--- src/rtl/seg_reader_pkg.sv ---
// Shared definitions for the seven-segment reader: glyph patterns and FSM states.
// Glyph words are ordered {a,b,c,d,e,f,g}, active-high.
// No logic here; imported by seg_reader and seg_glyph_decode.
package seg_reader_pkg;

   localparam logic [6:0] GLYPH_0     = 7'b1111110;
   localparam logic [6:0] GLYPH_1     = 7'b0110000;
   localparam logic [6:0] GLYPH_2     = 7'b1101101;
   localparam logic [6:0] GLYPH_3     = 7'b1111001;
   localparam logic [6:0] GLYPH_4     = 7'b0110011;
   localparam logic [6:0] GLYPH_5     = 7'b1011011;
   localparam logic [6:0] GLYPH_6     = 7'b1011111;
   localparam logic [6:0] GLYPH_7     = 7'b1110000;
   localparam logic [6:0] GLYPH_8     = 7'b1111111;
   localparam logic [6:0] GLYPH_9     = 7'b1111011;
   localparam logic [6:0] GLYPH_A     = 7'b1110111;
   localparam logic [6:0] GLYPH_B     = 7'b0011111;
   localparam logic [6:0] GLYPH_C     = 7'b1001110;
   localparam logic [6:0] GLYPH_D     = 7'b0111101;
   localparam logic [6:0] GLYPH_E     = 7'b1001111;
   localparam logic [6:0] GLYPH_F     = 7'b1000111;
   localparam logic [6:0] GLYPH_BLANK = 7'b0000000;

   typedef enum logic [1:0] {
      IDLE     = 2'd0,
      SETTLE   = 2'd1,
      HOLD     = 2'd2,
      WAIT_CHG = 2'd3
   } state_t;

endpackage

--- src/rtl/seg_glyph_decode.sv ---
// Purpose: exact-match inverse of the segment glyph table (pattern -> value, blank, err).
// Latency: purely combinational.
// Backpressure: none. Hex letters decode only when SEG_READER_HEX_EN is defined.
module seg_glyph_decode
   import seg_reader_pkg::*;
(
   input  logic [6:0] seg,
   output logic [3:0] number,
   output logic       blank,
   output logic       err
);

   // Table lookup; anything not listed is an illegal glyph and reads as 0.
   always_comb begin
      number = 4'd0;
      blank  = 1'b0;
      err    = 1'b0;
      case (seg)
         GLYPH_0:     number = 4'd0;
         GLYPH_1:     number = 4'd1;
         GLYPH_2:     number = 4'd2;
         GLYPH_3:     number = 4'd3;
         GLYPH_4:     number = 4'd4;
         GLYPH_5:     number = 4'd5;
         GLYPH_6:     number = 4'd6;
         GLYPH_7:     number = 4'd7;
         GLYPH_8:     number = 4'd8;
         GLYPH_9:     number = 4'd9;
`ifdef SEG_READER_HEX_EN
         GLYPH_A:     number = 4'd10;
         GLYPH_B:     number = 4'd11;
         GLYPH_C:     number = 4'd12;
         GLYPH_D:     number = 4'd13;
         GLYPH_E:     number = 4'd14;
         GLYPH_F:     number = 4'd15;
`endif
         GLYPH_BLANK: blank  = 1'b1;
         default:     err    = 1'b1;
      endcase
   end

endmodule

--- src/rtl/seg_reader.sv ---
// Purpose: watch a multiplexed 7-segment display, debounce each digit and report its value.
// Latency: result valid after edge STABLE_CYCLES+1 of a constant pattern (edge 4 at default).
// Backpressure: result held frozen while valid && !ready; hex glyphs enabled by SEG_READER_HEX_EN.
module seg_reader
   import seg_reader_pkg::*;
#(
   parameter int DIGITS        = 4,
   parameter int STABLE_CYCLES = 3
)
(
   input  logic                                    clk,
   input  logic                                    reset,
   input  logic                                    a,
   input  logic                                    b,
   input  logic                                    c,
   input  logic                                    d,
   input  logic                                    e,
   input  logic                                    f,
   input  logic                                    g,
   input  logic [DIGITS-1:0]                       digit_sel,
   input  logic                                    ready,
   output logic                                    valid,
   output logic [3:0]                              number,
   output logic [(DIGITS > 1 ? $clog2(DIGITS) : 1)-1:0] digit_idx,
   output logic                                    blank,
   output logic                                    err
);

   localparam int IDX_W = (DIGITS > 1) ? $clog2(DIGITS) : 1;
   localparam int CNT_W = (STABLE_CYCLES > 0) ? $clog2(STABLE_CYCLES + 1) : 1;
   localparam logic [CNT_W-1:0] CNT_MAX = CNT_W'(STABLE_CYCLES);

   function automatic logic is_onehot(input logic [DIGITS-1:0] v);
      int n;
      n = 0;
      for (int i = 0; i < DIGITS; i++) begin
         if (v[i]) n++;
      end
      return (n == 1);
   endfunction

   function automatic logic [IDX_W-1:0] onehot_idx(input logic [DIGITS-1:0] v);
      logic [IDX_W-1:0] idx;
      idx = '0;
      for (int i = 0; i < DIGITS; i++) begin
         if (v[i]) idx = IDX_W'(i);
      end
      return idx;
   endfunction

   state_t             state_q, state_d;
   logic [6:0]         smp_seg_q, smp_seg_d;
   logic [DIGITS-1:0]  smp_sel_q, smp_sel_d;
   logic [CNT_W-1:0]   cnt_q, cnt_d, cnt_raw;
   logic [6:0]         cap_seg_q, cap_seg_d;
   logic [DIGITS-1:0]  cap_sel_q, cap_sel_d;
   logic [3:0]         number_q, number_d;
   logic [IDX_W-1:0]   idx_q, idx_d;
   logic               blank_q, blank_d;
   logic               err_q, err_d;

   logic [3:0]         dec_number;
   logic               dec_blank;
   logic               dec_err;
   logic               smp_onehot;

   seg_glyph_decode u_decode (
      .seg    (smp_seg_q),
      .number (dec_number),
      .blank  (dec_blank),
      .err    (dec_err)
   );

   // Sample the pins and advance the saturating stability count (incoming vs. last sample).
   always_comb begin
      smp_seg_d = {a, b, c, d, e, f, g};
      smp_sel_d = digit_sel;
      cnt_raw   = cnt_q;
      if ((smp_seg_d != smp_seg_q) || (smp_sel_d != smp_sel_q) || !is_onehot(smp_sel_d)) begin
         cnt_raw = '0;
      end else if (cnt_q != CNT_MAX) begin
         cnt_raw = cnt_q + 1'b1;
      end
   end

   assign smp_onehot = is_onehot(smp_sel_q);

   // Next-state logic: settle, capture on entry to HOLD, then wait for a change before re-arming.
   always_comb begin
      state_d   = state_q;
      cnt_d     = cnt_raw;
      cap_seg_d = cap_seg_q;
      cap_sel_d = cap_sel_q;
      number_d  = number_q;
      idx_d     = idx_q;
      blank_d   = blank_q;
      err_d     = err_q;
      case (state_q)
         IDLE: begin
            if (smp_onehot) state_d = SETTLE;
         end
         SETTLE: begin
            if (!smp_onehot) begin
               state_d = IDLE;
            end else if (cnt_raw == CNT_MAX) begin
               state_d   = HOLD;
               cap_seg_d = smp_seg_q;
               cap_sel_d = smp_sel_q;
               number_d  = dec_number;
               idx_d     = onehot_idx(smp_sel_q);
               blank_d   = dec_blank;
               err_d     = dec_err;
            end
         end
         HOLD: begin
            if (ready) state_d = WAIT_CHG;
         end
         WAIT_CHG: begin
            // The same digit still on display must not be reported twice.
            if ((smp_seg_q != cap_seg_q) || (smp_sel_q != cap_sel_q)) begin
               state_d = SETTLE;
               cnt_d   = '0;
            end
         end
         default: state_d = IDLE;
      endcase
   end

   // State, sample and result registers with asynchronous reset.
   always_ff @(posedge clk or posedge reset) begin
      if (reset) begin
         state_q   <= IDLE;
         smp_seg_q <= '0;
         smp_sel_q <= '0;
         cnt_q     <= '0;
         cap_seg_q <= '0;
         cap_sel_q <= '0;
         number_q  <= '0;
         idx_q     <= '0;
         blank_q   <= 1'b0;
         err_q     <= 1'b0;
      end else begin
         state_q   <= state_d;
         smp_seg_q <= smp_seg_d;
         smp_sel_q <= smp_sel_d;
         cnt_q     <= cnt_d;
         cap_seg_q <= cap_seg_d;
         cap_sel_q <= cap_sel_d;
         number_q  <= number_d;
         idx_q     <= idx_d;
         blank_q   <= blank_d;
         err_q     <= err_d;
      end
   end

   assign valid     = (state_q == HOLD);
   assign number    = number_q;
   assign digit_idx = idx_q;
   assign blank     = blank_q;
   assign err       = err_q;

endmodule

--- config.mk ---
export PLATFORM = sky130hd
export DESIGN_NAME = seg_reader
export DESIGN_NICKNAME = d
export VERILOG_FILES = /design/src/rtl/seg_reader_pkg.sv /design/src/rtl/seg_glyph_decode.sv /design/src/rtl/seg_reader.sv
export SDC_FILE = /design/constraint.sdc
export NUM_CORES = 1
export LEC_CHECK = 0
export ABC_AREA = 1
export ABC_CLOCK_PERIOD_IN_PS = 6100
export BUFFER_PORTS_ARGS = -buffer_cell sky130_fd_sc_hd__buf_4
export CAP_MARGIN = 10
export CORE_AREA = 5 5 64 89
export CTS_BUF_LIST = sky130_fd_sc_hd__clkbuf_8
export CTS_CLUSTER_DIAMETER = 100
export CTS_CLUSTER_SIZE = 14
export DETAILED_ROUTE_END_ITERATION = 6
export DIE_AREA = 0 0 69 94
export PLACE_DENSITY = 0.67
export SETUP_SLACK_MARGIN = 0.2
export SYNTH_ARGS = -nofsm -noshare
export SYNTH_HDL_FRONTEND = slang
export SYNTH_SLANG_ARGS = --single-unit
--- constraint.sdc ---
create_clock -name clk -period 6.1 [get_ports clk]
set_input_delay 1.22 -clock clk [delete_from_list [all_inputs] [get_ports clk]]
set_output_delay 1.22 -clock clk [all_outputs]
set_load 0.02 [all_outputs]
* Word level (Yosys, flattened, before mapping) *
Cells that the tools add are included.

cells by class
  add/sub/neg operators = 7
  equality and inequality tests = 25
  multiplexer cells = 24
  reduce and logical (&&, ||, !) cells = 9

operators with widths
  kind                                                                    number
  32-bit by 2-bit adder with 32-bit output, second input constant         6
  32-bit two-way mux                                                      6
  32-bit by 2-bit equality test with 1-bit output, second input constant  2
  7-bit equality test, second input constant                              8
  4-bit one-hot mux with 9 select lines                                   1
  2-bit two-way mux                                                       11
  7-bit by 6-bit equality test with 1-bit output, second input constant   2
  7-bit inequality test                                                   2
  11-bit OR reduction                                                     1
  2-bit inequality test, second input constant                            4
  4-bit inequality test                                                   2
  2-bit one-hot mux with 4 select lines                                   1
  7-bit zero test                                                         1
  2-bit equality test, second input constant                              3
  1-bit two-way mux                                                       5
  4-bit AND reduction                                                     1
  1-bit logical OR                                                        3
  3-bit inequality test, second input constant                            1
  3-bit AND reduction                                                     1
  2-bit by 1-bit adder with 2-bit output, second input constant           1
  2-bit by 1-bit equality test with 1-bit output, second input constant   1
  2-bit zero test                                                         1
  1-bit zero test                                                         1

word-level totals
  register bits after elaboration = 34
  input port bits = 14
  word-level logic and storage cells = 75

* Logic depth before layout (Yosys ltp) *
  depth in word-level cells = 15
  mapped depth = 15
  depth with buffers taken out = 15

* By module *
A second synthesis with hierarchy kept.

second synthesis, totals
  cells, all modules = 296
  area total of the unflattened synthesis = 2249.7 µm²

by module, submodules not included
  module            times used  cells an instance  area each (µm²)
  seg_reader        1           252                2049.5
  seg_glyph_decode  1           44                 200.2

* Worst setup path before layout *
No wires, ideal clock.

  path kind = input to register
  from = in digit_sel[0]
  to = reg idx_q[0], in the netlist digit_idx[0]
  arrival time = 2.844 ns
  slack = 3.134 ns
  cell stages on the path = 13
  path buffers = 1
  cells stage by stage = inv_1 ha_1 xor2_1 ha_1 nor2_1 nand2_1 nand2_1 nand3_2 nor2_4 nand3_4 buf_6 nand2_2 nand3_2

on the way
  word-level cells in the longest chain between the ends = 13

RTL lines
  item                                             line               RTL
  start: declaration                               seg_reader.sv:20   input logic [DIGITS-1:0] digit_sel,
  1-bit two-way mux                                seg_reader.sv:37   if (v[i]) n++;
  32-bit by 2-bit adder with 32-bit output         seg_reader.sv:37
  32-bit two-way mux                               seg_reader.sv:37
  32-bit by 2-bit adder with 32-bit output         seg_reader.sv:37
  32-bit two-way mux                               seg_reader.sv:37
  32-bit by 2-bit adder with 32-bit output         seg_reader.sv:37
  32-bit two-way mux                               seg_reader.sv:37
  32-bit by 2-bit equality test with 1-bit output  seg_reader.sv:39   return (n == 1);
  1-bit zero test                                  seg_reader.sv:79   if ((smp_seg_d != smp_seg_q) || (smp_sel_d != smp_sel_q) || !is_onehot(smp_sel_d)) begin
  1-bit logical OR *                               seg_reader.sv:79
  2-bit two-way mux *                              seg_reader.sv:79
  2-bit equality test *                            seg_reader.sv:105  end else if (cnt_raw == CNT_MAX) begin
  3-bit AND reduction (no source line) *           n/a
  end signal: assignment                           seg_reader.sv:150  idx_q <= idx_d;
  end: declaration                                 seg_reader.sv:58   logic [IDX_W-1:0] idx_q, idx_d;

Mark *: on every way between the ends. The rest lies on a longest branch, timed or not.
A chain may end at the register's enable or synchronous reset.

* Final worst setup path *
  from = in digit_sel[0]
  to = reg idx_q[1], in the netlist digit_idx[1]

The elaborated chain is that of the path after synthesis.

==> results.sh <==
export IMPL_synth_edf_count=0
export IMPL_design_die_area_um2=6490
export IMPL_synth_largest_area_cell="dfrtp_1"
export IMPL_fill_cells=509
export IMPL_ys_seq_area_share_pct=38.0
export IMPL_period_share_pct=52.2
export IMPL_grt_pass1_wl_um=8240
export IMPL_switchingPower_uw=166
export IMPL_finalHoldViolCount=0
export IMPL_skew_ns=0.00422
export IMPL_drt_initial_drc_count=98
export IMPL_timing_fmax_ghz=0.314
export IMPL_internal_power_uw=371
export IMPL_power_share_clock_pct=32.0
export IMPL_clk_pin_slew_worst_paths_ns=0.07
export IMPL_vias=1782
export IMPL_ys_ff_latch=34
export IMPL_synthTopCellsByArea="dfrtp_1 38%, nand2_1 12%, ha_1 6.1%, o21ai_2 5.1%, nand2_2 5.0%"
export IMPL_grt_max_degree=35
export IMPL_power_frac_seq_pct=46.5
export IMPL_wl_per_cell_um=12.4
export IMPL_tns_ns=0
export IMPL_nets=332
export IMPL_endpoint_kind="register"
export IMPL_arrival_ns=3.35
export IMPL_netlist_area_um2=2240
export IMPL_hold_buffers=0
export IMPL_ys_warnings_count=0
export IMPL_cts_setup_buffers=0
export IMPL_power_density_nw_per_um2=211
export IMPL_synthArstFlopShare_pct=100
export IMPL_gr_total_overflow=0
export IMPL_crit_required_ns=6.26
export IMPL_fin_area_um2=2540
export IMPL_drv_cap=0
export IMPL_sw_frac_of_total_pct=30.9
export IMPL_cts_resized_gates=0
export IMPL_placementRows=30
export IMPL_synth_common_cells="73 x nand2_1, 34 x dfrtp_1, 27 x inv_1"
export IMPL_antenna_left=0
export IMPL_ios=23
export IMPL_multi_input_area_um2=1200
export IMPL_drv_slew=0
export IMPL_yosysMostFrequentCell="nand2_1"
export IMPL_status="finished clean"
export IMPL_path_class="primary input to register"
export IMPL_dieWidth_um=69
export IMPL_clockBufferDepth=2
export IMPL_setup_viol=0
export IMPL_grt_pass1_vias=1855
export IMPL_htree_levels=2
export IMPL_period_minus_slack_ns=3.18
export IMPL_place_hpwl_um=3570
export IMPL_grt_usage_pct=15.8
export IMPL_regArea_um2=851
export IMPL_leakage_uw=0.00130
export IMPL_fp_dieH_um=94
export IMPL_gp_congestion=0.851
export IMPL_grt_antenna_before_repair=0
export IMPL_syn2layout_area_growth_pct=13.5
export IMPL_tightest_slew_ns=0.485
export IMPL_cts_made_buffers=5
export IMPL_cts_tree="yes"
export IMPL_syn_nets=306
export IMPL_slew_headroom_pct=67.7
export IMPL_clock_root_buffer="clkbuf_8"
export IMPL_crit_fanout=31
export IMPL_clock_latency_ns=0.28
export IMPL_cts_num_sinks=34
export IMPL_portBuffers=22
export IMPL_drc=0
export IMPL_combPwrFrac_pct=21.5
export IMPL_antennaDiodeCount=0
export IMPL_viasPerCell=4.79
export IMPL_synth_top_cell_area_share_pct=38.0
export IMPL_synth_cell_types=33
export IMPL_drive_gt1_share_pct=27.3
export IMPL_avgSynthCellArea_um2=7.97
export IMPL_startpoint_type="primary input"
export IMPL_synthCells=281
export IMPL_wl_um=4610
export IMPL_core_area_um2=4800
export IMPL_min_path_type="register to register"
export IMPL_rsz0062_at_grt="false"
export IMPL_ir_drop_mv=0.119
export IMPL_fin_hold_ws_ns=0.451
export IMPL_start_util_pct=46.6
export IMPL_placed_area_um2=2450
export IMPL_drtPass1Iterations=4
export IMPL_synthFlopType="dfrtp_1"
## path summary, 6_finish.rpt
kind                                   start      endpoint  slack [ns]  cells after the start
worst max-delay path            digit_sel[0]  digit_idx[1]        2.92                     13
worst min-delay path                cnt_q[0]      cnt_q[0]        0.45                      1
worst max register to register  smp_sel_q[1]  digit_idx[1]        3.49                     13
worst min register to register      cnt_q[0]      cnt_q[0]        0.45                      1
max in group asynchronous              reset  smp_sel_q[0]        4.75                      3
min in group asynchronous              reset     number[2]        1.04                      3
## logic make-up after synthesis
| kind of cell | synth area share [%] |
|---|---|
| simple gates | 35.0 |
| buf+inv | 8.22 |
| flops | 38.0 |
| compound gates | 7.60 |
| xor+xnor | 5.03 |
| fa+ha+maj | 6.15 |
## critical path: stages
cell	delay, ns
buf_4	0.10
inv_1	0.05
ha_1	0.35
xor2_1	0.24
ha_1	0.27
nor2_1	0.11
nand2_1	0.06
nand2_1	0.09
nand3_2	0.08
nor2_4	0.12
nand3_4	0.38
nand2_1	0.18
nand3_1	0.08
## cells in the final DEF (no fill, tap or decap), types with 2 or more instances in the layout
| cell type | n |
|---|---|
| inv_1 | 28 |
| inv_2 | 11 |
| nand2_1 | 73 |
| nor3_1 | 5 |
| xor2_1 | 2 |
| ha_1 | 11 |
| dfrtp_1 | 34 |
| nand4_1 | 6 |
| xnor2_1 | 9 |
| clkbuf_8 | 6 |
| buf_4 | 23 |
| nand2_2 | 18 |
| o21ai_0 | 3 |
| nor2_1 | 23 |
| o21ai_2 | 13 |
| nor2_2 | 2 |
| nand3_2 | 2 |
| nand3_1 | 18 |
| nand3b_1 | 4 |
| or2_2 | 2 |
| a21oi_1 | 2 |
## routing by layer
layer	up-vias	wire length (um)	GRT usage (%)	share of wire (%)
li1	931	-	-	-
met1	826	1920	16.9	42
met2	20	2480	30.3	54
met3	5	129	2.78	2.8
met4	0	78	5.86	1.7
met5	-	0	0	0
## metrics by stage
| step | util, % | setup WS [ns] | cells | total power (uW) |
|---|---|---|---|---|
| 3_3_place_gp | 51.0 | 2.70 | 364 | 368 |
| 2_1_floorplan | - | 3.13 | 281 | 339 |
| 3_5_place_dp | 51.0 | 2.61 | 364 | 372 |
| 4_1_cts | 52.9 | 2.91 | 372 | 543 |
| 5_1_grt | 52.9 | 2.69 | 372 | 571 |
| 6_report | 52.9 | 2.92 | 372 | 537 |
## power groups by stage
stage,clock [uW],combinational [uW],sequential (uW)
2_1_floorplan,0,89.1,250
3_3_place_gp,0,113,254
6_report,172,116,249
5_1_grt,183,137,251
4_1_cts,175,118,250
3_5_place_dp,0,117,255
## final cells by class
class | count | area share [%]
multi-input combinational | 205 | 47.4
clock buffer | 6 | 3.25
timing repair buffer | 23 | 6.79
inverter | 38 | 5.61
clock inverter | 2 | 0.345
tap | 64 | 3.15
sequential | 34 | 33.5
## state kept, by name, indices dropped and copies added (netlist names)
name / count
cnt_q: 2
blank: 1
cap_sel_q: 4
smp_sel_q: 4
digit_idx: 2
smp_seg_q: 7
cap_seg_q: 7
number: 4
err: 1
state_q: 2
Note: power is estimated with default switching activity, not from simulation.
